<file path="config.mk">
export PLATFORM = sky130hd
export DESIGN_NAME = mips_io_port
export DESIGN_NICKNAME = d
export VERILOG_FILES = /design/src/rtl/mips_io_port.sv
export SDC_FILE = /design/constraint.sdc
export NUM_CORES = 1
export LEC_CHECK = 0
export BUFFER_PORTS_ARGS = -buffer_cell sky130_fd_sc_hd__buf_2
export CORE_UTILIZATION = 45
export DETAILED_ROUTE_END_ITERATION = 16
export PLACE_DENSITY = 0.67
export SYNTH_ARGS = -nofsm -noshare
export SYNTH_HDL_FRONTEND = slang
export SYNTH_SLANG_ARGS = --single-unit
</file>
<file path="constraint.sdc">
create_clock -name clk -period 2.7 [get_ports clk]
set_input_delay 0.54 -clock clk [delete_from_list [all_inputs] [get_ports clk]]
set_output_delay 0.54 -clock clk [all_outputs]
set_load 0.01 [all_outputs]
</file>
<file path="src/rtl/mips_io_port.sv">
// Memory-mapped I/O port for a MIPS data bus: a 4-deep output FIFO toward an external
// sink and a single-byte 4-phase handshake input register, with a status word.
module mips_io_port #(
    parameter logic [31:0] ADDR_OUT  = 32'h1001_0024,
    parameter logic [31:0] ADDR_IN   = 32'h1001_0028,
    parameter logic [31:0] ADDR_STAT = 32'h1001_002C
) (
    input  logic        clk,
    input  logic        reset,
    input  logic [31:0] Address,
    input  logic [31:0] WriteData,
    input  logic        MemWrite,
    input  logic        MemRead,
    output logic [31:0] ReadData,
    output logic [31:0] PortOut,
    output logic        out_valid,
    input  logic        out_ready,
    input  logic [7:0]  PortIn,
    input  logic        in_strobe,
    output logic        in_ack
);

    typedef enum logic [1:0] {IDLE, ACK, HELD, ACK_EMPTY} in_state_t;

    logic [31:0] mem [4];
    logic [1:0]  wr_ptr, rd_ptr;
    logic [2:0]  count;
    logic        overflow;
    logic        out_full;
    logic        push_req, push, pop, ovf_event;
    logic        in_rd, stat_rd;

    in_state_t   state, state_next;
    logic [7:0]  in_data;
    logic        in_full;
    logic        capture;

    assign out_full  = (count == 3'd4);
    assign out_valid = (count != 3'd0);
    assign PortOut   = out_valid ? mem[rd_ptr] : '0;

    assign push_req  = MemWrite && (Address == ADDR_OUT);
    assign pop       = out_valid && out_ready;
    // A pop frees the slot in the same edge, so a push at full still lands.
    assign push      = push_req && (!out_full || pop);
    assign ovf_event = push_req && out_full && !pop;

    assign in_rd     = MemRead && (Address == ADDR_IN);
    assign stat_rd   = MemRead && (Address == ADDR_STAT);

    always_ff @(posedge clk or negedge reset) begin
        if (!reset) begin
            for (int unsigned i = 0; i < 4; i++) mem[i] <= '0;
            wr_ptr   <= '0;
            rd_ptr   <= '0;
            count    <= '0;
            overflow <= 1'b0;
        end else begin
            if (push) begin
                mem[wr_ptr] <= WriteData;
                wr_ptr      <= wr_ptr + 2'd1;
            end
            if (pop) rd_ptr <= rd_ptr + 2'd1;
            case ({push, pop})
                2'b10:   count <= count + 3'd1;
                2'b01:   count <= count - 3'd1;
                default: count <= count;
            endcase
            if (ovf_event)    overflow <= 1'b1;
            else if (stat_rd) overflow <= 1'b0;
        end
    end

    always_ff @(posedge clk or negedge reset) begin
        if (!reset) begin
            state   <= IDLE;
            in_data <= '0;
        end else begin
            state <= state_next;
            if (capture) in_data <= PortIn;
        end
    end

    always_comb begin
        state_next = state;
        in_ack     = 1'b0;
        in_full    = 1'b0;
        capture    = 1'b0;
        case (state)
            IDLE: begin
                if (in_strobe) begin
                    capture    = 1'b1;
                    state_next = ACK;
                end
            end
            ACK: begin
                in_ack  = 1'b1;
                in_full = 1'b1;
                if (in_rd)           state_next = in_strobe ? ACK_EMPTY : IDLE;
                else if (!in_strobe) state_next = HELD;
            end
            HELD: begin
                in_full = 1'b1;
                if (in_rd) state_next = IDLE;
            end
            ACK_EMPTY: begin
                in_ack = 1'b1;
                if (!in_strobe) state_next = IDLE;
            end
            default: state_next = IDLE;
        endcase
    end

    always_comb begin
        ReadData = '0;
        if (in_rd)        ReadData = {24'b0, in_data};
        else if (stat_rd) ReadData = {26'b0, overflow, in_full, out_full, count};
    end

endmodule

</file>
Word-level counts from Yosys, hierarchy flattened
Cells that the tools add are included.
Operators by class
  add/subtract/negate cells: 4
  $lt $le $gt $ge: 3
  equal/unequal tests: 13
  multiplexer cells: 23
  bitwise logic cells: 2
  reductions and logical operators: 18
Operators with widths (number)
  bitwise mux 128 bit: 1
  2-to-1 mux 32 bit: 4
  == test 32 x 29 -> 1 bit, second input constant: 3
  binary-select mux 32 bit (select 2 bit): 1
  demux 32 bit (select 2 bit): 1
  2-to-1 mux 2 bit: 6
  logical AND 1 bit: 8
  2-to-1 mux 8 bit: 1
  one-hot mux 2 bit (4 select lines): 1
  == test 2 bit, second input constant: 3
  >= comparator 3 bit, second input constant: 2
  2-to-1 mux 1 bit: 6
  2-to-1 mux 6 bit: 1
  != test 2 bit, second input constant: 3
  NOT 2 -> 3 bit: 2
  one-hot mux 3 bit (2 select lines): 1
  adder 2 x 1 -> 2 bit, second input constant: 2
  == test 2 x 1 -> 1 bit, second input constant: 2
  AND reduction 4 bit: 1
  nonzero test 2 bit: 2
  OR reduction 2 bit: 2
  adder 3 x 1 -> 3 bit, second input constant: 1
  == test 3 bit, second input constant: 1
  less-than comparator 3 x 1 -> 1 bit, second input constant: 1
  other kinds (6): 7
Storage, ports and cells
  flip-flop bits (word level): 146
  bits of input ports: 78
  output and inout port bits: 66
  word-level logic and storage cells: 73

Longest topological paths before layout
Gate-level depths: netlist (run 1).
  depth after elaboration: 6
  gate-level depth with buffers: 10
  gate-level depth less buffers: 10

Worst setup path after synthesis (run 1)
Ideal clock, no wire load.
  path kind: input to register
  from: in Address[26]
  to: reg count[1]
  arrival: 2.655 ns
  required time: 2.617 ns
  path slack: -0.037 ns
  stages on the path: 8
  buffers on the path: 0
  cells stage by stage: nor4b_1 > nand4_1 > nor4_4 > inv_1 > ha_1 > inv_1 > fa_1 > o21ai_0
Between the ends
  cells in the longest elaborated chain, start to end: 5
  elaborated cells between the ends (all ways): 7
  classes of those cells: eq/ne (3); mux (1); reduce/logical (3)
RTL lines
  from (decl): line 10  | input logic [31:0] Address,
  == test 32 x 29 -> 1 bit *: line 42  | assign push_req = MemWrite && (Address == ADDR_OUT);
  logical AND 1 bit *: line 42
  logical AND 1 bit *: line 45  | assign push = push_req && (!out_full || pop);
  == test 2 x 1 -> 1 bit / == test 2 bit (equally long branches): line 64  | case ({push, pop})
  one-hot mux 3 bit (2 select lines) / nonzero test 2 bit (equally long branches)
  to (signal assigned): line 65  | 2'b10: count <= count + 3'd1;
  to (signal assigned): line 66  | 2'b01: count <= count - 3'd1;
  to (signal assigned): line 67  | default: count <= count;
  to (decl): line 27  | logic [2:0] count;
Mark *: on every way between the ends. The rest lies on a longest branch, timed or not.
A chain may end at the register's enable or synchronous reset.

Final worst setup path (run 1)
  from: reg rd_ptr[0]
  to: out PortOut[13]
Between the ends
  cells in the longest elaborated chain, start to end: 5
RTL lines
  from (decl): line 26  | logic [1:0] wr_ptr, rd_ptr;
  from (signal assigned): line 63  | if (pop) rd_ptr <= rd_ptr + 2'd1;
  NOT 2 -> 3 bit (implied by the code): line 40  | assign PortOut = out_valid ? mem[rd_ptr] : '0;
  binary-select mux 32 bit (select 2 bit): line 40
  2-to-1 mux 32 bit (implied by the code) (2 in a row): line 40
  2-to-1 mux 32 bit: line 40
  to (decl): line 15  | output logic [31:0] PortOut,
Every way passes these cells. The select of a mux whose other input is x is not followed.

==> results of run 1 <==
-- worst register-to-register path, stage by stage, from the launching register on --
cell and delay, ns:
dfrtp_1 0.45, nor4b_1 0.33, buf_4 0.19, nor4_4 0.05, inv_1 0.07, ha_1 0.18, inv_1 0.06, fa_1 0.37
xor2_1 0.15, nor2_1 0.11, xor2_1 0.16
-- metrics by stage --
step	cells	util (%)
detailed placement	802	51.8
floorplan	502	-
finish	833	55.9
CTS	833	55.9
global route	833	55.9
global placement	802	51.8
-- final timing paths --
check | to | cells past startpoint | start | slack [ns]
worst max register to register | count[2]$_DFFE_PN0P_ | 10 | count[0]$_DFFE_PN0P_ | 0.52
worst min-delay path | mem[51]$_DFFE_PN0P_ | 1 | reset | 0.10
worst max-delay path | PortOut[13] | 4 | rd_ptr[0]$_DFFE_PN0P_ | 0.15
min in group clk | in_data[0]$_DFFE_PN0P_ | 2 | PortIn[0] | 0.35
max in group asynchronous | mem[67]$_DFFE_PN0P_ | 2 | reset | 1.90
worst min register to register | mem[16]$_DFFE_PN0P_ | 1 | mem[16]$_DFFE_PN0P_ | 0.50
-- Yosys cell counts, types with 5 or more instances --
cell type  count  area share [%]
mux2_4        11             2.3
inv_1         10            0.53
a22o_1         5            0.61
mux2_2       126              20
clkbuf_1       9            0.47
ha_1           9             1.6
and2_1        35             3.1
nand2_1       10            0.53
dfrtp_1      146              51
mux4_2        32              10
buf_4         24             2.5
nor2_1         5            0.26
buf_6         11             1.7
nor4_1         5            0.44
-- sequential cells by signal (all words and copies together) (netlist names) --
register  count
mem         128
in_data       8
count         3
rd_ptr        2
state         2
wr_ptr        2
overflow      1
-- power groups by stage --
stage                     combinational (W)  clock [W]  sequential (W)
after global placement             0.000374          0         0.00234
after CTS                          0.000392    0.00261         0.00231
after floorplan                    0.000246          0         0.00234
after detailed placement           0.000391          0         0.00235
final                              0.000386    0.00255         0.00231
after global routing               0.000436    0.00270         0.00232
-- layout make-up --
| type | instances | area (um2) |
|---|---|---|
| fillers | 1270 | 6750 |
| flip-flops and latches | 146 | 3660 |
| multi-input cells | 298 | 3170 |
| repair buffers | 137 | 800 |
| clock buffers | 19 | 433 |
| well taps | 211 | 264 |
| clock inverters | 12 | 203 |
| inverters | 10 | 37.5 |
-- repair_timing --
item                                   4_1_cts  5_1_grt
endpoints found under the hold margin        0        0
setup endpoints to repair                    0        1
resized for setup                            0        0
-- kinds of logic (layout without fill, tap and decap cells) --
kind of cell / Yosys count / count (layout) / share of synthesized area [%]
fa+ha+maj: 10 / 10 / 1.86
other cells: 1 / 24 / 0.0526
xor+xnor: 6 / 6 / 0.737
flops: 146 / 146 / 51.2
buf+inv: 58 / 178 / 5.62
compound gates: 13 / 13 / 1.37
simple gates: 76 / 76 / 6.79
mux: 169 / 169 / 32.3
-- per-layer routing --
layer / up-vias / global-route usage, % / part of all wire (%)
li1: 1949 / - / -
met1: 2223 / 23.9 / 43
met2: 122 / 33.0 / 51
met3: 14 / 4.97 / 4.9
met4: 2 / 6.23 / 1.1
met5: - / 0 / 0.055
==> flow_metrics.env, run 1 <==
export IMPL_path_delay_family="multiplexers"
export IMPL_nets=698
export IMPL_first_pass_iters=5
export IMPL_power_density_nw_per_um2=612
export IMPL_yosysSeqAreaShare_pct=51.2
export IMPL_routed_wl_um=14500
export IMPL_finClkSkew_ns=0.0127
export IMPL_p_switching_w=0.00116
export IMPL_synth_seq_cells=146
export IMPL_status="finished clean"
export IMPL_p_sw_share_pct=22.1
export IMPL_start_util_pct=46.6
export IMPL_rsz0062_at_grt="no"
export IMPL_globalplace_congestion=0.706
export IMPL_overflow=0
export IMPL_dpl_worst_slack_ns=0.0197
export IMPL_yosysWarnings=0
export IMPL_tightestPinTransition_ns=0.578
export IMPL_fin_area_um2=8570
export IMPL_cts_buffer_depth=2
export IMPL_setup_viol=0
export IMPL_die_w_um=128
export IMPL_crit_buf_inv=2
export IMPL_clock_latency_ns=0.42
export IMPL_numCtsBuffers=17
export IMPL_min_path_type="input port to async pin"
export IMPL_leakage_nw=4.45
export IMPL_fin_crit_ns=2.55
export IMPL_slew_headroom_pct=61.5
export IMPL_port_buffers=119
export IMPL_timing_hold_ws_ns=0.105
export IMPL_diodes=0
export IMPL_core_rowCount=45
export IMPL_drc=0
export IMPL_die_h_um=128
export IMPL_async_flop_share_pct=100
export IMPL_final_common_cell="dfrtp_1"
export IMPL_dieArea_um2=16400
export IMPL_cp_max_fo=18
export IMPL_max_cap_viol_count=0
export IMPL_path_cells="buf_4, mux4_2, and2_1, buf_2"
export IMPL_hold_buffers=0
export IMPL_post_route_period_util_pct=94.6
export IMPL_grt_pass1_vias=4617
export IMPL_drt_iter0_markers=173
export IMPL_num_io_pins=144
export IMPL_worstPathArrival_ns=2.01
export IMPL_design_core_area_um2=15300
export IMPL_p_comb_share_pct=7.4
export IMPL_grt_max_degree=62
export IMPL_p_int_w=0.00409
export IMPL_placed_area_um2=7930
export IMPL_detailed_place_hpwl_um=9630
export IMPL_cp_start_kind="flop"
export IMPL_synthCells=479
export IMPL_grt_pass1_wl_um=23800
export IMPL_cts_clk_slew_worst_paths_ns=0.06
export IMPL_irDropWorstVdd_mv=0.419
export IMPL_pwr_share_seq_pct=44.0
export IMPL_p_clk_share_pct=48.6
export IMPL_worst_path_max_delay_cell="mux4_2"
export IMPL_cts_max_level=4
export IMPL_synth_edf_count=0
export IMPL_ys_types=35
export IMPL_hold_viol_final=0
export IMPL_layout_drive_gt1_share_pct=55.5
export IMPL_finalWorstSetupSlack_ns=0.146
export IMPL_syn_area_um2=7130
export IMPL_cts_root_buf="clkbuf_16"
export IMPL_antenna_found_initial=1
export IMPL_vias=4310
export IMPL_slew_viol_final=0
export IMPL_setup_tns_ns=0
export IMPL_crit_required_ns=2.16
export IMPL_fmax_mhz=392
export IMPL_final_cell_mix="dfrtp_1, mux2_2, buf_2, and2_1, mux4_2"
export IMPL_end_kind="primary output"
export IMPL_critPathKind="flop to primary output"
export IMPL_area_delta_synth_final_pct=20.2
export IMPL_ys_flop_type="dfrtp_1"
export IMPL_track_usage_pct=19.3
export IMPL_power_w=0.00525
export IMPL_cts_tree="built"
export IMPL_syn_avg_cell_area_um2=14.9
export IMPL_numClockSinks=146
export IMPL_via_per_inst=5.17
export IMPL_critPathMaxStageDelay_ns=0.55
export IMPL_wl_per_cell_um=17.4
export IMPL_cts_setup_buffers=0
export IMPL_ant_nets=0
Note: power is estimated with default switching activity, not from simulation.
==> inputs of run 2 (changes only) <==
ABC_AREA = 1   (was unset)
==> run 2 against run 1 <==
Against the previous run: combinational power rose to 7.2 times the previous value; clock skew fell by 0.0055 ns; non-clock buffer count rose by 9; area after synthesis rose by 9.5%; power rose by 46%; clock-buffer cell count rose by 8; register-to-register slack got worse by 0.13 ns; worst hold slack improved by 0.042 ns; critical path depth rose by 1; largest power group is now combinational cells.
==> flow_metrics.env, run 2 <==
export IMPL_status="finished clean"
export IMPL_routed_wl_um=21500
export IMPL_cts_max_level=4
export IMPL_crit_required_ns=2.16
export IMPL_track_usage_pct=25.5
export IMPL_max_cap_viol_count=0
export IMPL_area_delta_synth_final_pct=17.0
export IMPL_cp_max_fo=36
export IMPL_first_pass_iters=6
export IMPL_synth_edf_count=0
export IMPL_nets=1212
export IMPL_yosysSeqAreaShare_pct=46.8
export IMPL_cp_start_kind="flop"
export IMPL_synthTopCellsByArea="dfrtp_1, nand2_1, nand4_1"
export IMPL_syn_avg_cell_area_um2=7.51
export IMPL_start_util_pct=46.6
export IMPL_cts_tree="built"
export IMPL_dieArea_um2=17900
export IMPL_grt_pass1_wl_um=36100
export IMPL_synth_seq_cells=146
export IMPL_drc=0
export IMPL_hold_buffers=0
export IMPL_rsz0062_at_grt="no"
export IMPL_via_per_inst=5.41
export IMPL_crit_buf_inv=3
export IMPL_vias=7335
export IMPL_postCtsResizedCells=0
export IMPL_slew_viol_final=0
export IMPL_fmax_mhz=395
export IMPL_yosysTopAreaCell="dfrtp_1"
export IMPL_yosysMostFrequentCell="nand2_1"
export IMPL_detailed_place_hpwl_um=12500
export IMPL_grt_pass1_vias=7107
export IMPL_setup_tns_ns=0
export IMPL_final_common_cell="nand2_1"
export IMPL_fin_crit_ns=2.53
export IMPL_cts_root_buf="clkbuf_16"
export IMPL_critPathKind="flop to primary output"
export IMPL_fin_util_pct=54.5
export IMPL_ant_nets=0
export IMPL_min_path_type="input port to async pin"
export IMPL_critPathMaxStageDelay_ns=0.38
export IMPL_top_regs="mem x128, in_data x8, count x3"
export IMPL_async_flop_share_pct=100
export IMPL_r2r_start="count[1]$_DFFE_PN0P_"
export IMPL_setup_viol=0
export IMPL_die_w_um=134
export IMPL_largest_register_ffs=128
export IMPL_finClkSkew_ns=0.00727
export IMPL_num_io_pins=144
export IMPL_antenna_found_initial=0
export IMPL_slew_headroom_pct=54.1
export IMPL_diodes=0
export IMPL_dpl_worst_slack_ns=0.277
export IMPL_reg2reg_depth=11
export IMPL_finalWorstSetupSlack_ns=0.168
export IMPL_synth_top_area_share_pct=46.8
export IMPL_clock_latency_ns=0.42
export IMPL_design_core_area_um2=16800
export IMPL_core_rowCount=47
export IMPL_synth_top_cells_by_count="nand2_1, nor2_1, dfrtp_1, nand4_1, o21ai_0"
export IMPL_leakage_nw=4.99
export IMPL_cts_clk_slew_worst_paths_ns=0.06
export IMPL_path_cells="clkinv_1, buf_12, o21ai_0, a21oi_1, buf_2"
export IMPL_final_cell_mix="nand2_1, nor2_1, dfrtp_1, nand4_1, buf_2"
export IMPL_globalplace_congestion=0.760
export IMPL_irDropWorstVdd_mv=0.737
export IMPL_grt_max_degree=134
export IMPL_worstPathArrival_ns=1.99
export IMPL_yosysWarnings=0
export IMPL_port_buffers=119
export IMPL_cts_buffer_depth=2
export IMPL_cts_setup_buffers=0
export IMPL_path_delay_family="buffers and inverters"
export IMPL_drt_iter0_markers=624
export IMPL_ys_types=21
export IMPL_numClockSinks=146
export IMPL_post_route_period_util_pct=93.8
export IMPL_synthCells=1039
export IMPL_end_kind="primary output"
export IMPL_hold_viol_final=0
export IMPL_rr_endpoint="count[2]$_DFFE_PN0P_"
export IMPL_layout_drive_gt1_share_pct=16.1
export IMPL_overflow=0
export IMPL_timing_hold_ws_ns=0.147
export IMPL_numCtsBuffers=17
export IMPL_syn_area_um2=7810
export IMPL_wl_per_cell_um=15.9
export IMPL_tightestPinTransition_ns=0.688
export IMPL_worst_path_max_delay_cell="dfrtp_2"
export IMPL_ys_flop_type="dfrtp_1"
export IMPL_regMostFlops="mem"
export IMPL_r2r_slack_ns=0.39
export IMPL_power_density_nw_per_um2=836
export IMPL_die_h_um=134
-- run 2: cell type report --
| cell class | count | area [um2] |
|---|---|---|
| Inverter | 42 | 159 |
| Multi-Input combinational cell | 771 | 3540 |
| Clock buffer | 27 | 523 |
| Fill cell | 1660 | 7620 |
| Timing Repair Buffer | 146 | 892 |
| Clock inverter | 4 | 95.1 |
| Tap cell | 220 | 275 |
| Sequential cell | 146 | 3650 |
-- run 2: layer usage --
| layer | global-route usage [%] | share of wire [%] | vias up |
|---|---|---|---|
| met3 | 4.95 | 6.4 | 26 |
| met4 | 8.65 | 1.4 | 0 |
| met5 | 0 | 0 | - |
| met1 | 35.5 | 45 | 3501 |
| li1 | - | - | 3538 |
| met2 | 39.8 | 47 | 270 |
-- run 2: kinds of logic (layout without fill, tap and decap cells) --
| family | after synthesis | count (layout) | synth area share (%) |
|---|---|---|---|
| AO/OA/AOI/OAI | 105 | 105 | 6.73 |
| XOR/XNOR | 4 | 4 | 0.449 |
| adder cells (fa/ha/maj) | 10 | 10 | 1.70 |
| buffers and inverters | 145 | 219 | 9.05 |
| flip-flops | 146 | 146 | 46.8 |
| multiplexers | 6 | 6 | 0.865 |
| other | 1 | 24 | 0.0480 |
| AND/OR/NAND/NOR | 622 | 622 | 34.4 |
-- run 2: power breakdown --
group | leakage (nW) | switching [W] | internal (W)
Sequential | 2.00 | 0.0000765 | 0.00231
Clock | 0.304 | 0.000874 | 0.00160
Combinational | 2.69 | 0.00180 | 0.000979
-- run 2: per-stage QoR --
| step | std cells | power [W] | cell area, um2 |
|---|---|---|---|
| floorplan | 1062 | 0.00419 | 7890 |
| global placement | 1325 | 0.00518 | 8520 |
| detailed placement | 1325 | 0.00521 | 8520 |
| CTS | 1356 | 0.00769 | 9140 |
| global route | 1356 | 0.00811 | 9140 |
| finish | 1356 | 0.00764 | 9140 |
-- run 2: worst max-delay path by stage --
stage                                     start                    to  cells after the start
final                     rd_ptr[0]$_DFFE_PN0P_           PortOut[14]                      5
after global routing                Address[19]           ReadData[3]                     11
after CTS                 rd_ptr[0]$_DFFE_PN0P_           PortOut[14]                      5
after detailed placement            Address[23]  count[1]$_DFFE_PN0P_                     13
after global placement               Address[4]           ReadData[3]                     11
after floorplan                       out_ready  count[2]$_DFFE_PN0P_                     10
==> inputs of run 3 (changes only) <==
ABC_AREA = unset   (was 1)
REMOVE_ABC_BUFFERS = 1   (was unset)
==> run 3 against run 2 <==
Against the previous run: power down 31%; wire length down 33%; via count down 42%; final area down 5.6%; worst hold slack worse by 0.084 ns; clock skew down 0.0016 ns; combinational power down 86%; sequential cell count unchanged; setup slack worse by 0.039 ns; highest routed layer unchanged.
==> flow_metrics.env, run 3 (synthesis gave the netlist of run 1 again) <==
export IMPL_regArea_um2=3660
export IMPL_hold_buffers=0
export IMPL_regMostFlops="mem"
export IMPL_largest_register_ffs=128
export IMPL_path_cells="buf_12, mux4_2, and2_1, buf_2"
export IMPL_cts_max_level=4
export IMPL_multi_input_area_um2=3160
export IMPL_min_path_type="input port to async pin"
export IMPL_diodes=0
export IMPL_final_common_cell="dfrtp_1"
export IMPL_timing_hold_ws_ns=0.0626
export IMPL_globalplace_congestion=0.699
export IMPL_fmax_mhz=389
export IMPL_cts_root_buf="clkbuf_16"
export IMPL_routed_wl_um=14400
export IMPL_die_h_um=128
export IMPL_drt_iter0_markers=206
export IMPL_die_w_um=128
export IMPL_via_per_inst=5.12
export IMPL_setup_viol=0
export IMPL_drc=0
export IMPL_first_pass_iters=4
export IMPL_top_regs="mem x128, in_data x8, count x3"
export IMPL_detailed_place_hpwl_um=9720
export IMPL_layout_drive_gt1_share_pct=55.8
export IMPL_hold_viol_final=0
export IMPL_vias=4283
export IMPL_worst_path_max_delay_cell="dfrtp_4"
export IMPL_cp_max_fo=13
export IMPL_core_rowCount=45
export IMPL_end_kind="primary output"
export IMPL_power_density_nw_per_um2=610
export IMPL_rsz0062_at_grt="no"
export IMPL_numCtsBuffers=17
export IMPL_dpl_cell_count=804
export IMPL_track_usage_pct=19.0
export IMPL_design_core_area_um2=15300
export IMPL_critPathKind="flop to primary output"
export IMPL_dpl_worst_slack_ns=0.0182
export IMPL_max_cap_viol_count=0
export IMPL_grt_max_degree=52
export IMPL_ant_nets=0
export IMPL_wl_per_cell_um=17.2
export IMPL_overflow=0
export IMPL_clock_latency_ns=0.42
export IMPL_start_util_pct=46.6
export IMPL_grt_pass1_wl_um=23300
export IMPL_leakage_nw=4.47
export IMPL_nets=701
export IMPL_finalNonFillerCells=837
export IMPL_finClkSkew_ns=0.00563
export IMPL_area_delta_synth_final_pct=20.9
export IMPL_cts_clk_slew_worst_paths_ns=0.06
export IMPL_port_buffers=119
export IMPL_final_cell_mix="dfrtp_1, mux2_2, buf_2, and2_1, mux4_2"
export IMPL_cp_start_kind="flop"
export IMPL_post_route_period_util_pct=95.2
export IMPL_fin_crit_ns=2.57
export IMPL_antenna_found_initial=0
export IMPL_worstPathArrival_ns=2.03
export IMPL_critPathMaxStageDelay_ns=0.57
export IMPL_fillCellCount=1267
export IMPL_slew_viol_final=0
export IMPL_numClockSinks=146
export IMPL_status="finished clean"
export IMPL_reg2reg_depth=10
export IMPL_finalWorstSetupSlack_ns=0.129
export IMPL_crit_required_ns=2.16
export IMPL_grt_pass1_vias=4597
export IMPL_irDropWorstVdd_mv=0.483
export IMPL_fin_util_pct=56.3
export IMPL_num_io_pins=144
export IMPL_cts_buffer_depth=2
export IMPL_dieArea_um2=16400
export IMPL_cts_tree="built"
==> run 3: cell count changes in the layout (fill, tap and decap cells not counted), sizes merged, moves of 35 or more <==
cell | before | now
nand2 | 313 | 14
nor2 | 166 | 5
mux2 | 6 | 137
nand4 | 129 | 3
o21ai | 69 | 4
a21oi | 36 | 0
and2 | 0 | 35
==> run 3: area by class of cell <==
class,count,share of cell area (%)
tap,211,3.06
clock inverter,14,2.45
sequential,146,42.4
inverter,10,0.435
multi-input combinational,298,36.7
clock buffer,18,5.10
timing repair buffer,140,9.83
==> run 3: what timing repair did <==
item	CTS	global route
gates resized for setup	0	1
setup buffers	0	1
endpoints found under the setup margin	0	15
==> run 3: worst max-delay path, delay by kind of cell, from the launching register on <==
kind	cells	cell delay, ns
buffers and inverters	2	0.35
muxes	1	0.51
DFF	1	0.57
and+or+nand+nor	1	0.18
==> run 3: per-layer routing <==
layer / track usage [%] / share of wire, % / vias to the layer above
met5: 0 / 0 / -
met4: 6.23 / 1.3 / 0
met3: 4.55 / 4.2 / 12
met2: 32.0 / 51 / 118
met1: 24.0 / 43 / 2197
li1: - / - / 1956
==> run 3: where the power goes <==
| part | leakage [nW] | internal (W) | switching (W) |
|---|---|---|---|
| logic | 2.16 | 0.000181 | 0.000203 |
| registers | 2.00 | 0.00226 | 0.0000468 |
| clock network | 0.316 | 0.00166 | 0.000906 |
| total | 4.47 | 0.00411 | 0.00116 |
==> run 3: final timing paths <==
| kind | from | endpoint | slack (ns) |
|---|---|---|---|
| setup reg to reg | count[0]$_DFFE_PN0P_ | count[2]$_DFFE_PN0P_ | 0.51 |
| min in group clk | PortIn[1] | in_data[1]$_DFFE_PN0P_ | 0.35 |
| max in group asynchronous | reset | mem[120]$_DFFE_PN0P_ | 1.90 |
| hold / removal | reset | mem[3]$_DFFE_PN0P_ | 0.06 |
| setup / recovery | rd_ptr[0]$_DFFE_PN0P_ | PortOut[27] | 0.13 |
| hold reg to reg | mem[13]$_DFFE_PN0P_ | mem[13]$_DFFE_PN0P_ | 0.50 |
==> run 3: metrics by stage <==
step                total power, W  instance area, um2  setup TNS (ns)
detailed placement         0.00274                7960               0
global route               0.00547                8620               0
CTS                        0.00532                8610               0
floorplan                  0.00256                6850           -2.78
finish                     0.00526                8620               0
global placement           0.00271                7960               0
